## config.mk

```make
export PLATFORM = sky130hd
export DESIGN_NAME = stm_clkdiv_lfsr_flat
export DESIGN_NICKNAME = d
export VERILOG_FILES = /design/src/rtl/stm_clkdiv_lfsr_pkg.sv /design/src/rtl/stm_clkdiv_lfsr_if.sv /design/src/rtl/stm_clkdiv_lfsr_lfsr_step.sv /design/src/rtl/stm_clkdiv_lfsr.sv /design/src/flat_wrapper.sv
export SDC_FILE = /design/constraint.sdc
export NUM_CORES = 1
export LEC_CHECK = 0
export CORE_MARGIN = 4
export CORE_UTILIZATION = 40
export DETAILED_ROUTE_END_ITERATION = 8
export GPL_TIMING_DRIVEN = 0
export PLACE_DENSITY = 0.64
export SETUP_SLACK_MARGIN = 0.05
export SYNTH_ARGS = -nofsm -noshare
export SYNTH_HDL_FRONTEND = slang
export SYNTH_SLANG_ARGS = --single-unit
```

## constraint.sdc

```tcl
create_clock -name clock_in -period 3.3 [get_ports clock_in]
set_input_delay 0.495 -clock clock_in [delete_from_list [all_inputs] [get_ports clock_in]]
set_output_delay 0.495 -clock clock_in [all_outputs]
set_load 0.01 [all_outputs]
```

## src/rtl/stm_clkdiv_lfsr_pkg.sv

```systemverilog
// Shared constants for the clock-divider / LFSR LED block: FSM encodings,
// minimum divisor and default LFSR polynomial/seed.
package stm_clk_pkg;

  typedef enum logic [2:0] {
    ST_INIT    = 3'd0,
    ST_ALL_ON  = 3'd1,
    ST_RUN_A   = 3'd2,
    ST_RUN_B   = 3'd3,
    ST_RUN_EXT = 3'd4
  } state_e;

  localparam int         DIV_MIN       = 2;
  localparam logic [7:0] LFSR_TAPS_DEF = 8'hB8;
  localparam logic [7:0] LFSR_SEED_DEF = 8'h01;

  function automatic logic is_run(input state_e s);
    logic r;
    case (s)
      ST_RUN_A, ST_RUN_B, ST_RUN_EXT: r = 1'b1;
      default:                        r = 1'b0;
    endcase
    return r;
  endfunction

  // RUN_EXT loops back to RUN_A; INIT/ALL_ON are only visited after reset.
  function automatic state_e next_state(input state_e s);
    state_e n;
    case (s)
      ST_INIT:    n = ST_ALL_ON;
      ST_ALL_ON:  n = ST_RUN_A;
      ST_RUN_A:   n = ST_RUN_B;
      ST_RUN_B:   n = ST_RUN_EXT;
      ST_RUN_EXT: n = ST_RUN_A;
      default:    n = ST_INIT;
    endcase
    return n;
  endfunction

endpackage

```

## src/rtl/stm_clkdiv_lfsr_if.sv

```systemverilog
// Control/status bundle of stm_clkdiv_lfsr. The hold input exists only when
// STM_CLKDIV_HOLD_EN is defined.
interface stm_clkdiv_lfsr_if #(
  parameter int LED_W = 3,
  parameter int DIV_W = 8
);
  logic             advance;
  logic [DIV_W-1:0] div_ext;
`ifdef STM_CLKDIV_HOLD_EN
  logic             hold;
`endif
  logic             clk_div_out;
  logic             tick;
  logic [LED_W-1:0] led;
  logic [2:0]       state_out;

`ifdef STM_CLKDIV_HOLD_EN
  modport master (output advance, div_ext, hold,
                  input  clk_div_out, tick, led, state_out);
  modport slave  (input  advance, div_ext, hold,
                  output clk_div_out, tick, led, state_out);
`else
  modport master (output advance, div_ext,
                  input  clk_div_out, tick, led, state_out);
  modport slave  (input  advance, div_ext,
                  output clk_div_out, tick, led, state_out);
`endif
endinterface

```

## src/rtl/stm_clkdiv_lfsr_lfsr_step.sv

```systemverilog
// Fibonacci LFSR that advances one step per enable; an all-zero value
// (lock-up) is replaced by the seed on the following edge.
module lfsr_step
  import stm_clk_pkg::*;
#(
  parameter int                LFSR_W    = 8,
  parameter logic [LFSR_W-1:0] LFSR_TAPS = LFSR_W'(LFSR_TAPS_DEF),
  parameter logic [LFSR_W-1:0] LFSR_SEED = LFSR_W'(LFSR_SEED_DEF)
) (
  input  logic              clk,
  input  logic              rst_n,
  input  logic              en,
  output logic [LFSR_W-1:0] prn
);

  logic [LFSR_W-1:0] prn_r;
  logic [LFSR_W-1:0] prn_next_s;

  function automatic logic parity(input logic [LFSR_W-1:0] v);
    return ^v;
  endfunction

  // Next value: lock-up recovery first, then shift-left with tapped feedback.
  always_comb begin
    prn_next_s = prn_r;
    if (prn_r == '0) begin
      prn_next_s = LFSR_SEED;
    end else if (en) begin
      prn_next_s = {prn_r[LFSR_W-2:0], parity(prn_r & LFSR_TAPS)};
    end else begin
      prn_next_s = prn_r;
    end
  end

  // LFSR state register.
  always_ff @(posedge clk or negedge rst_n) begin
    if (!rst_n) begin
      prn_r <= LFSR_SEED;
    end else begin
      prn_r <= prn_next_s;
    end
  end

  assign prn = prn_r;

endmodule

```

## src/rtl/stm_clkdiv_lfsr.sv

```systemverilog
// Mode FSM, odd/even 50% clock divider, tick enable and LFSR-driven LEDs.
// Optional freeze input enabled by defining STM_CLKDIV_HOLD_EN.
module stm_clkdiv_lfsr
  import stm_clk_pkg::*;
#(
  parameter int                LED_W     = 3,
  parameter int                DIV_W     = 8,
  parameter int                DIV_A     = 2,
  parameter int                DIV_B     = 3,
  parameter int                LFSR_W    = 8,
  parameter logic [LFSR_W-1:0] LFSR_TAPS = LFSR_W'(LFSR_TAPS_DEF),
  parameter logic [LFSR_W-1:0] LFSR_SEED = LFSR_W'(LFSR_SEED_DEF)
) (
  input  logic             clock_in,
  input  logic             reset,
  stm_clkdiv_lfsr_if.slave bus
);

  state_e            state_r;
  state_e            state_next_s;
  logic              run_s;
  logic              run_next_s;
  logic              state_chg_s;
  logic              hold_s;
  logic              tick_s;
  logic [DIV_W-1:0]  cnt_r;
  logic [DIV_W-1:0]  cnt_next_s;
  logic [DIV_W-1:0]  n_cur_r;
  logic [DIV_W-1:0]  n_next_s;
  logic [DIV_W-1:0]  div_sel_s;
  logic [DIV_W:0]    half_s;
  logic              p_r;
  logic              p_next_s;
  logic              p_neg_r;
  logic              clk_div_s;
  logic [LED_W-1:0]  led_r;
  logic [LED_W-1:0]  led_next_s;
  logic [LFSR_W-1:0] prn_s;

`ifdef STM_CLKDIV_HOLD_EN
  assign hold_s = bus.hold;
`else
  assign hold_s = 1'b0;
`endif

  // FSM state register.
  always_ff @(posedge clock_in or negedge reset) begin
    if (!reset) begin
      state_r <= ST_INIT;
    end else begin
      state_r <= state_next_s;
    end
  end

  // FSM next state: one step around the mode ring per advance pulse.
  always_comb begin
    state_next_s = state_r;
    if (bus.advance) begin
      state_next_s = next_state(state_r);
    end else begin
      state_next_s = state_r;
    end
  end

  // FSM decoded outputs used by the datapath.
  always_comb begin
    run_s       = is_run(state_r);
    run_next_s  = is_run(state_next_s);
    state_chg_s = (state_next_s != state_r);
  end

  // Divisor is latched only on the edge entering a RUN state, clamped to >= 2.
  always_comb begin
    div_sel_s = n_cur_r;
    n_next_s  = n_cur_r;
    case (state_next_s)
      ST_RUN_A:   div_sel_s = DIV_W'(DIV_A);
      ST_RUN_B:   div_sel_s = DIV_W'(DIV_B);
      ST_RUN_EXT: div_sel_s = bus.div_ext;
      default:    div_sel_s = n_cur_r;
    endcase
    if (state_chg_s && run_next_s) begin
      n_next_s = (div_sel_s < DIV_W'(DIV_MIN)) ? DIV_W'(DIV_MIN) : div_sel_s;
    end else begin
      n_next_s = n_cur_r;
    end
  end

  assign tick_s = run_s && !hold_s && (cnt_r == (n_cur_r - DIV_W'(1)));

  // Period counter: restarts on any mode change, frozen by hold otherwise.
  always_comb begin
    cnt_next_s = cnt_r;
    if (state_chg_s || !run_next_s) begin
      cnt_next_s = '0;
    end else if (hold_s) begin
      cnt_next_s = cnt_r;
    end else if (tick_s) begin
      cnt_next_s = '0;
    end else begin
      cnt_next_s = cnt_r + DIV_W'(1);
    end
  end

  // p is high for the first ceil(N/2) counts; widened so N=2^DIV_W-1 cannot wrap.
  always_comb begin
    half_s   = ({1'b0, n_next_s} + (DIV_W+1)'(1)) >> 1;
    p_next_s = p_r;
    if (hold_s && !state_chg_s) begin
      p_next_s = p_r;
    end else begin
      p_next_s = run_next_s && ({1'b0, cnt_next_s} < half_s);
    end
  end

  // LED source follows the state being entered so ALL_ON lights with state_out.
  always_comb begin
    led_next_s = led_r;
    case (state_next_s)
      ST_INIT:                        led_next_s = '0;
      ST_ALL_ON:                      led_next_s = '1;
      ST_RUN_A, ST_RUN_B, ST_RUN_EXT: led_next_s = prn_s[LED_W-1:0];
      default:                        led_next_s = '0;
    endcase
  end

  // Datapath registers.
  always_ff @(posedge clock_in or negedge reset) begin
    if (!reset) begin
      cnt_r   <= '0;
      n_cur_r <= DIV_W'(DIV_MIN);
      p_r     <= 1'b0;
      led_r   <= '0;
    end else begin
      cnt_r   <= cnt_next_s;
      n_cur_r <= n_next_s;
      p_r     <= p_next_s;
      led_r   <= led_next_s;
    end
  end

  // Half-cycle delayed copy of p; ANDed with p it trims odd periods to 50%.
  always_ff @(negedge clock_in or negedge reset) begin
    if (!reset) begin
      p_neg_r <= 1'b0;
    end else begin
      p_neg_r <= p_r;
    end
  end

  // Divided clock selection by divisor parity.
  always_comb begin
    clk_div_s = 1'b0;
    if (!run_s) begin
      clk_div_s = 1'b0;
    end else if (n_cur_r[0]) begin
      clk_div_s = p_r & p_neg_r;
    end else begin
      clk_div_s = p_r;
    end
  end

  lfsr_step #(
    .LFSR_W    (LFSR_W),
    .LFSR_TAPS (LFSR_TAPS),
    .LFSR_SEED (LFSR_SEED)
  ) u_lfsr (
    .clk   (clock_in),
    .rst_n (reset),
    .en    (tick_s),
    .prn   (prn_s)
  );

  assign bus.tick        = tick_s;
  assign bus.led         = led_r;
  assign bus.state_out   = state_r;
  assign bus.clk_div_out = clk_div_s;

endmodule

```

## src/flat_wrapper.sv

```systemverilog
// flat-port wrapper written by rule: the top's interface ports become plain ports
module stm_clkdiv_lfsr_flat import stm_clk_pkg::*;
#(
  parameter int                LED_W     = 3,
  parameter int                DIV_W     = 8,
  parameter int                DIV_A     = 2,
  parameter int                DIV_B     = 3,
  parameter int                LFSR_W    = 8,
  parameter logic [LFSR_W-1:0] LFSR_TAPS = LFSR_W'(LFSR_TAPS_DEF),
  parameter logic [LFSR_W-1:0] LFSR_SEED = LFSR_W'(LFSR_SEED_DEF)
)
  (clock_in, reset, bus_advance, bus_div_ext, bus_clk_div_out, bus_tick, bus_led, bus_state_out);
  stm_clkdiv_lfsr_if #(.LED_W(LED_W), .DIV_W(DIV_W)) bus_i ();
  input  logic clock_in;
  input  logic reset;
  input wire logic [$bits(bus_i.advance)-1:0] bus_advance;
  input wire logic [$bits(bus_i.div_ext)-1:0] bus_div_ext;
  output wire logic [$bits(bus_i.clk_div_out)-1:0] bus_clk_div_out;
  output wire logic [$bits(bus_i.tick)-1:0] bus_tick;
  output wire logic [$bits(bus_i.led)-1:0] bus_led;
  output wire logic [$bits(bus_i.state_out)-1:0] bus_state_out;
  assign bus_i.advance = bus_advance;
  assign bus_i.div_ext = bus_div_ext;
  assign bus_clk_div_out = bus_i.clk_div_out;
  assign bus_tick = bus_i.tick;
  assign bus_led = bus_i.led;
  assign bus_state_out = bus_i.state_out;
  stm_clkdiv_lfsr #(.LED_W(LED_W), .DIV_W(DIV_W), .DIV_A(DIV_A), .DIV_B(DIV_B), .LFSR_W(LFSR_W), .LFSR_TAPS(LFSR_TAPS), .LFSR_SEED(LFSR_SEED)) u_core (.clock_in(clock_in), .reset(reset), .bus(bus_i));
endmodule
```

# --- After elaboration in Yosys (flattened, before gate mapping) ---
# Cells that the tools add are included.
word_totals:
  register_bits: 32
  input_bits: 11
  out_inout_bits: 8
  elab_cells: 49
classes:
  n_addsub: 3
  magnitude_cmp: 2
  eq_ne: 10
  mux: 14
  bitwise: 1
  n_reduce_logical: 12
ops:
  columns: ["operator", "n"]
  rows:
  - ["$mux 8", 6]
  - ["$pmux 8 s3", 1]
  - ["$eq 3x2->1 const B", 4]
  - ["$pmux 3 s4", 1]
  - ["$add 8x1->9 const B", 1]
  - ["$add 8x1->8 const B", 1]
  - ["$eq 8x8->1", 1]
  - ["$logic_not 8->1", 1]
  - ["$lt 8x2->1 const B", 1]
  - ["$lt 8x8->1", 1]
  - ["$reduce_xor 8->1", 1]
  - ["$sub 8x1->8 const B", 1]
  - ["$eq 3x1->1 const B", 2]
  - ["$eq 3x3->1 const B", 2]
  - ["$pmux 3 s2", 1]
  - ["$reduce_or 3->1", 2]
  - ["$mux 1", 4]
  - ["$logic_and 1x1->1", 3]
  - ["$logic_not 3->1", 1]
  - ["$mux 3", 1]
  - ["$ne 3x3->1", 1]
  - ["$reduce_bool 2->1", 1]
  - ["$reduce_or 2->1", 1]
  - ["$and 1x1->1", 1]
  - ["2 further kinds", 2]

# --- Longest topological paths before layout ---
# Gate-level depths: netlist of run 1.
depth:
  ltp_word: 12
  ltp_mapped: 16

# --- Cells and area by module ---
# A second synthesis of run 1 with hierarchy kept.
unflattened:
  hier_cells: 229
  area_unflattened_um2: 2153.3
by_module_without_submodules:
  columns: ["mod", "n_inst", "cells_per_inst", "area_per_inst_um2"]
  rows:
  - ["stm_clkdiv_lfsr", 1, 200, 1786.7]
  - ["lfsr_step", 1, 29, 366.6]

==> results.cfg, run 1 <==
[critical_path]
cp-end-kind = flip-flop
cpPeakStageDelay_ps = 450
path_cells = clkdlybuf4s50_1 -> nor4_4 -> a21oi_1 -> o221ai_1 -> nand3_1 -> a31oi_2 -> ha_2 -> buf_4 -> nand3_1 -> xor2_1 -> ha_1 -> o21ai_2 -> nor4_2 -> a211oi_2
critical_path_class = in2reg
startpoint = bus_div_ext[4]
cp.required_ps = 3490
cp_common_cell = nand3_1
reg2reg_slack_ps = 40
crit_arrival_ps = 3450
r2r_end = u_core.p_r
reg2regPathDepth = 15
cp_max_fo = 2
critPathCapture = u_core.p_r
cp_slowest_cell = clkdlybuf4s50_1
worst_setup_path_start_kind = input pin
timing.rr.start = u_core.bus.state_out[2]

[hold_path]
hp-class = in2async

[floorplanning]
start_util_pct = 42.5
placeableCoreArea_um2 = 5270
die_y_um = 82.9
die_w_um = 82.9
fp-row-count = 26
die_area_um2 = 6860
num_io_pins = 19

[power]
peakVddDrop_mv = 0.331
total_leakage_power_nw = 1.22
pwr_density_cell_nw_per_um2 = 819

[placement]
gp_congestion = 0.841
hpwl_um = 3940
dp.cells = 328
io_buffers = 18

[job]
cap_violations = 0

[synth]
async_flop_share_pct = 100
synth_cell_type_count = 62
yosysSeqAreaShare_pct = 35.8
synthFlopType = dfrtp_1
synth_cells = 240
ys_top_cells_by_area = dfrtp_1, ha_1, xor2_1
synth_seq_cells = 32
yosysWarnings = 0
synth_edf_count = 0
synth_area_um2 = 2240
synth_area_leader_cell = dfrtp_1
avgSynthCellArea_um2 = 9.34
synth.top_cell.area_share_pct = 32.4
syn_nets = 262

[run_status]
status = finished, final reports clean

[clock_network]
cts_sinks = 32
cts_tree = done
clk_latency_ps = 290
clock_path_buffers = 2
cts-hold-fix-buffers = 0
cts_buffers = 5
clockRootBuffer = clkbuf_8
htreeDepth = 2
clkTransAtPathRegs_ps = 70

[sta]
setup-violations-final = 0
hold_ws_ps = 261
finalHoldViolCount = 0
fin_crit_ps = 3270
fmax_ghz = 0.306
slew_violations = 0
tightest_slew_ps = 734
post-route-period-util_pct = 99.0
rsz0062_at_grt = true
clock-skew-final_ps = 5.67
max-slew-margin-rel_pct = 51.0

[global_route]
grt_pass1_wl_um = 9380
grt_start_max_net_pins = 33
gr-total-overflow = 0
antenna_found_initial = 0
grt_usage_pct = 16.6
grt_pass1_vias = 1861

[layout]
finalNonFillerCells = 348
n_antenna_cell = 0
area_delta_synth_final_pct = 28.8
layout-drive-gt1-share_pct = 28.4
final_cell_mix = dfrtp_1, nand2_1, xor2_1
final_common_cell = dfrtp_1
nNetsFinal = 299

[detailed_routing]
vias = 1958
ant_nets = 0
drt_iter0_markers = 111
dr.pass1.iters = 5
viasPerCell = 5.63
drc_errors = 0
drt_wl_total_um = 5520
wl_per_cell_um = 15.9
## per-stage QoR
stage | setup slack, ps | power (mW) | util, % | TNS, ps | area (um2)
6_report | 34.1 | 2.36 | 54.7 | 0 | 2890
5_1_grt | -146 | 2.55 | 54.7 | -150 | 2890
4_1_cts | 51.6 | 2.28 | 53.0 | 0 | 2790
3_5_place_dp | -752 | 1.80 | 48.7 | -1320 | 2570
3_3_place_gp | -704 | 1.78 | 48.8 | -1740 | 2570
2_1_floorplan | -57.6 | 1.46 | - | -57.6 | 2300
## sequential cells by signal (all words and copies together), names as in the netlist
| register | flops |
|---|---|
| u_core.cnt_r | 8 |
| u_core.n_cur_r | 8 |
| u_core.p_r | 1 |
| u_core.p_neg_r | 1 |
| u_core.bus.state_out | 3 |
| u_core.u_lfsr.prn | 8 |
| u_core.bus.led | 3 |
## repair_timing
item,in CTS,in global routing
pin swaps,8,17
gates cloned,0,0
endpoints found under the setup margin,3,3
gates resized for setup,30,22
buffers inserted,7,5
## cell families (layout without fill, tap and decap cells)
logic type	after synthesis	in the layout	share of synthesized area, %
AOI/OAI and AO/OA	59	59	18.8
and+or+nand+nor	86	86	21.8
buffers and inverters	21	59	4.19
adders and majority gates	11	11	6.14
DFF	32	32	35.8
muxes	6	6	3.46
xor gates and xnor gates	25	25	9.77
## synth_stat cells, types with 2 or more instances
master    count
xnor2_1      10
and3b_1       2
a21bo_2       2
and4b_1       3
nand2b_1      2
a211o_1       2
a222oi_1      2
xor2_1       15
and2_0        2
nand3_1      14
nor2_1        8
nor4_1        3
and3_1        2
nor3b_1       2
or3_1         3
inv_1         7
dfstp_2       2
mux2_4        3
nand4_1       4
ha_1         11
or2_2         2
nand3b_1      2
nor2b_1       3
clkbuf_1     10
a221o_1       2
nand2_1      15
o31ai_1       2
dfrtp_1      29
a22o_1        6
o21ai_0      18
buf_6         2
nor3_1       11
mux2_2        2
a21oi_1       9
## power breakdown
group | leakage (nW) | switching [mW] | internal, mW | total [mW]
registers | 0.412 | 0.145 | 0.522 | 0.668
logic | 0.758 | 0.710 | 0.668 | 1.38
clock network | 0.0510 | 0.150 | 0.166 | 0.316
## worst min-delay path by stage
stage | startpoint | endpoint | cells past startpoint
finish | reset | u_core.bus.state_out[2] | 1
global route | reset | u_core.bus.state_out[2] | 1
CTS | reset | u_core.bus.led[0] | 1
detailed placement | u_core.u_lfsr.prn[6] | u_core.u_lfsr.prn[7] | 1
global placement | u_core.u_lfsr.prn[6] | u_core.u_lfsr.prn[7] | 1
floorplan | reset | u_core.bus.led[0] | 0
## worst max-delay path, delay by kind of cell
family | cells | cell delay [ps]
buffers and inverters | 2 | 570
xor gates and xnor gates | 1 | 170
AOI/OAI and AO/OA | 5 | 1110
and+or+nand+nor | 4 | 570
adders and majority gates | 2 | 520
## final cells by class
cell class                      instances  area [um2]
Clock buffer                            6        82.6
Fill cell                             478        2380
Multi-Input combinational cell        187        1490
Tap cell                               70        87.6
Buffer                                 13         116
Inverter                                8        32.5
Clock inverter                          2        10.0
Timing Repair Buffer                   30         259
Sequential cell                        32         806
## per-layer routing
layer | GRT usage (%) | part of all wire (%) | up-vias
met5 | 0 | 0 | -
met4 | 4.46 | 1.3 | 0
met3 | 3.37 | 4.4 | 9
met2 | 24.3 | 46 | 38
met1 | 24.6 | 48 | 947
li1 | - | - | 964
No activity file was read; power rests on OpenSTA's default activity.
==> inputs of run 2 (changes only) <==
- CORE_ASPECT_RATIO: default -> 0.9
- CTS_CLUSTER_DIAMETER: default -> 50
==> results.cfg, run 2 (same netlist as run 1, synthesis figures left out) <==
[power]
p_sw_share_pct = 40.9
pwr-share-comb_pct = 56.5
p_seq_share_pct = 26.8
peakVddDrop_mv = 0.383
pwr_density_cell_nw_per_um2 = 840
total_leakage_power_nw = 1.25
clkPwrFrac_pct = 16.8
p_int_mw = 1.47
p_switching_mw = 1.01

[global_route]
antenna_found_initial = 0
grt_start_max_net_pins = 33
gr-total-overflow = 0
grt_usage_pct = 17.3
grt_pass1_vias = 1867
grt_pass1_wl_um = 9360

[placement]
hpwl_um = 3930
pre_cts_slack_ps = -708
io_buffers = 18
gp_congestion = 0.803

[sta]
fin_tns_setup_ps = 0
clock-skew-final_ps = 7.06
setup-violations-final = 0
rsz0062_at_grt = true
slew_violations = 0
max-slew-margin-rel_pct = 50.3
fmax_ghz = 0.306
tightest_slew_ps = 745
hold_ws_ps = 271
finalHoldViolCount = 0
fin_ws_ps = 31.6
post-route-period-util_pct = 99.0
fin_crit_ps = 3270

[run_status]
status = finished, final reports clean

[detailed_routing]
wl_per_cell_um = 16.3
met3_length_um = 280
ant_nets = 0
dr.pass1.iters = 4
drt_iter0_markers = 108
drc_errors = 0
wl_met1_um = 2870
drt_wl_total_um = 5690
top_layer = met4
viasPerCell = 5.68
vias = 1981
met2_wirelength_um = 2500

[clock_network]
clock_path_buffers = 2
clk_latency_ps = 290
clockRootBuffer = clkbuf_8
cts_tree = done
clkTransAtPathRegs_ps = 70
cts_buffers = 5
cts_sinks = 32
htreeDepth = 2
cts-hold-fix-buffers = 0

[floorplanning]
die_y_um = 79.0
start_util_pct = 41.9
die_w_um = 86.9
die_area_um2 = 6870
placeableCoreArea_um2 = 5350
num_io_pins = 19
fp-row-count = 25

[layout]
final_cell_mix = dfrtp_1, buf_4, nand2_1, o21ai_0, xor2_1
n_antenna_cell = 0
area_delta_synth_final_pct = 31.8
final_common_cell = dfrtp_1
layout-drive-gt1-share_pct = 28.4
nNetsFinal = 303

[hold_path]
hp-class = in2async

[critical_path]
cp-end-kind = flip-flop
crit_arrival_ps = 3450
critical_path_class = reg2reg
cp.required_ps = 3480
cp_max_fo = 10
worst_setup_path_start_kind = flip-flop

[job]
cap_violations = 0
==> run 2: layout make-up <==
type	instances	area [um2]
inverter	8	32.5
tap	67	83.8
clock buffer	7	96.3
sequential	32	805
fill	467	2400
buffer	13	106
clock inverter	1	30.0
multi-input combinational	187	1500
timing repair buffer	34	302
==> run 2: what timing repair did <==
item                       4_1_cts  5_1_grt
cloned                           0        1
setup endpoints to repair        3        2
setup buffers                    8        7
gates resized for setup         35       10
pin swaps                       14        8
==> run 2: worst max-delay path, cell delays in order (launching register included) <==
cell	delay, ps
dfrtp_1	400
clkbuf_4	190
clkbuf_4	190
mux2_2	270
o21ai_2	180
a221o_1	190
nand4_1	100
a22o_2	260
ha_4	170
buf_4	130
nand3_1	80
xor2_1	170
ha_1	260
o21ai_2	200
nor4_2	60
a211oi_2	310
==> run 2: layer usage <==
metal	vias to the layer above	global-route usage, %
met3	5	4.05
met1	960	26.1
li1	974	-
met2	42	25.5
met4	0	2.80
met5	-	0
==> run 2: metrics by stage <==
step	power, mW	cell area, um2	cells	utilization, %
after floorplan	1.46	2300	240	-
after global placement	1.78	2570	325	48.0
after detailed placement	1.80	2560	325	47.9
after CTS	2.37	2850	341	53.2
after global routing	2.68	2950	349	55.2
final	2.48	2950	349	55.2
==> run 2: path summary, 6_finish.rpt <==
kind	from	endpoint	slack, ps	depth (start not counted)
worst min register to register	u_core.u_lfsr.prn[4]	u_core.u_lfsr.prn[5]	530	2
worst max register to register	u_core.bus.state_out[2]	u_core.p_r	30	15
worst max-delay path	u_core.bus.state_out[2]	u_core.p_r	30	15
min in group clock_in	u_core.u_lfsr.prn[4]	u_core.u_lfsr.prn[5]	530	2
max in group asynchronous	reset	u_core.p_neg_r	1010	1
worst min-delay path	reset	u_core.u_lfsr.prn[2]	270	1
==> run 2: power groups by stage <==
stage                     clock network, mW  logic, mW  registers, mW
after floorplan                           0      0.822          0.642
after global placement                    0       1.11          0.673
after detailed placement                  0       1.12          0.676
after CTS                             0.422       1.29          0.667
after global routing                  0.448       1.54          0.683
final                                 0.416       1.40          0.664
==> inputs of run 3 (changes only) <==
- ABC_AREA: default -> 1
==> results.cfg, run 3 <==
[floorplanning]
die_y_um = 78.5
die_area_um2 = 6780
die_w_um = 86.3
fp-row-count = 25
placeableCoreArea_um2 = 5320
start_util_pct = 41.6
num_io_pins = 19

[detailed_routing]
drt_iter0_markers = 45
dr.pass1.iters = 4
viasPerCell = 4.79
vias = 1824
ant_nets = 0
drc_errors = 0
drt_wl_total_um = 4470
wl_per_cell_um = 11.7

[synth]
synthFlopType = dfrtp_1
yosysSeqAreaShare_pct = 36.4
syn_nets = 310
async_flop_share_pct = 100
synth.most_common_cell = nand2_1
synth.top_cell.area_share_pct = 32.8
synthSimpleGateAreaFrac_pct = 29.3
synth_area_leader_cell = dfrtp_1
yosysWarnings = 0
synth_area_um2 = 2210
synth.area.mux_share_pct = 0
ys_top_cells_by_area = dfrtp_1, nand2_1, inv_1
synth_xor_xnor_area_share_pct = 6.34
synthTopCellsByCount = nand2_1, inv_1, dfrtp_1, nor2_1, o21ai_0
synth_top_family_by_area = simple AND/OR/NAND/NOR gates
synth_cells = 288
synth_edf_count = 0
synth_seq_cells = 32
avgSynthCellArea_um2 = 7.67
synthAdderAreaFrac_pct = 6.23
synth_cell_type_count = 35
synth_compound_area_share_pct = 12.5

[power]
total_leakage_power_nw = 1.26
peakVddDrop_mv = 0.382
pwr_density_cell_nw_per_um2 = 846
power_mw = 2.19

[sta]
setup-violations-final = 0
clock-skew-final_ps = 7.37
fin_ws_ps = 123
tightest_slew_ps = 715
finalHoldViolCount = 0
max-slew-margin-rel_pct = 52.3
rsz0062_at_grt = true
slew_violations = 0

[critical_path]
cp.required_ps = 2800
crit_arrival_ps = 2680
cpPeakStageDelay_ps = 390
r2r_end = u_core.p_r
reg2reg_slack_ps = 360
critical_path_class = reg2out
timing.rr.start = u_core.bus.state_out[0]
cp_max_fo = 1
crit_buf_inv = 1
reg2regPathDepth = 21
worst_setup_path_start_kind = flip-flop
cp_slowest_cell = dfrtn_1
cp-end-kind = output pin
path_delay_family = flip-flops
path_cells = o21ai_1 -> a21oi_1 -> buf_2

[global_route]
grt_start_max_net_pins = 33
grt_pass1_vias = 1718
gr-total-overflow = 0
antenna_found_initial = 0
grt_usage_pct = 14.1
grt_pass1_wl_um = 7540

[clock_network]
cts-hold-fix-buffers = 0
cts_tree = done
clk_latency_ps = 290
clock_path_buffers = 2
htreeDepth = 2
clkTransAtPathRegs_ps = 70
cts_buffers = 5
cts_sinks = 32
clockRootBuffer = clkbuf_8

[placement]
dp.cells = 372
io_buffers = 17
hpwl_um = 3640
dpl_cell_area_um2 = 2460
pre_cts_slack_ps = -7.56
gp_congestion = 0.841

[layout]
area_delta_synth_final_pct = 17.4
finalNonFillerCells = 381
nNetsFinal = 335
final_cell_mix = nand2_1, inv_1, dfrtp_1
num-fill-cells = 544
layout-drive-gt1-share_pct = 15.9
final_cell_area_um2 = 2590
final_common_cell = nand2_1
n_antenna_cell = 0

[hold_path]
hp-class = in2async

[run_status]
status = finished, final reports clean

[job]
cap_violations = 0
==> run 3: cell types whose count changed after synthesis, moves of 4 or more <==
cell / before / now
a22o_1: 6 / 0
nor3_1: 11 / 3
nand2_2: 1 / 5
o21ai_4: 0 / 4
xor2_1: 15 / 9
nor2_1: 8 / 19
nand2_1: 15 / 78
inv_1: 7 / 41
clkbuf_1: 10 / 1
o21ai_1: 0 / 5
==> run 3: power breakdown <==
group	internal, mW	total [mW]	switching [mW]	leakage (nW)
Combinational	0.449	1.18	0.729	0.800
Clock	0.224	0.369	0.145	0.0552
Sequential	0.538	0.647	0.109	0.406
Total	1.21	2.19	0.983	1.26
==> run 3: logic make-up (layout without fill, tap and decap cells) <==
kind of cell             after synthesis  in the layout
AO/OA/AOI/OAI                         41             41
AND/OR/NAND/NOR                      138            138
XOR/XNOR                              16             16
adder cells (fa/ha/maj)               11             11
flip-flops                            32             32
buffers and inverters                 50             76
==> run 3: timing repair <==
action | 4_1_cts | 5_1_grt
endpoints found under the setup margin | 1 | 2
buffers inserted | 0 | 1
gates cloned | 0 | 0
pin swaps | 0 | 1
resized for setup | 4 | 7
endpoints found under the hold margin | 0 | 0
==> run 3: final cells by class <==
cell class                 instances  area, um2  area share [%]
inverter                          48        191            7.38
multi-input combinational        206       1210            46.6
sequential                        32        807            31.1
clock buffer                       6       72.6            2.80
buffer                             2       15.0           0.579
tap                               67       83.8            3.23
timing repair buffer              18        180            6.94
clock inverter                     2       35.0            1.35
==> run 3: worst max path at each step <==
stage	startpoint	to	slack [ps]	cells past startpoint
6_report	u_core.p_neg_r	bus_clk_div_out	120	3
5_1_grt	u_core.bus.state_out[1]	u_core.p_r	40	20
3_5_place_dp	u_core.p_neg_r	bus_clk_div_out	-8	3
2_1_floorplan	u_core.p_neg_r	bus_clk_div_out	520	2
4_1_cts	u_core.p_neg_r	bus_clk_div_out	90	3
3_3_place_gp	reset	u_core.p_neg_r	-450	1
==> run 3: per-stage QoR <==
step	utilization [%]	hold slack, ps	setup TNS [ps]
floorplan	-	199	0
global placement	46.3	469	-451
detailed placement	46.2	479	-7.56
CTS	48.2	281	0
global route	48.8	319	0
finish	48.8	260	0
==> run 3: per-layer routing <==
metal | up-vias | share of wire (%) | track usage (%)
met4 | 0 | 1.1 | 3.74
met2 | 24 | 45 | 23.2
met3 | 7 | 4.2 | 3.15
li1 | 966 | - | -
met5 | - | 0 | 0
met1 | 827 | 49 | 18.6
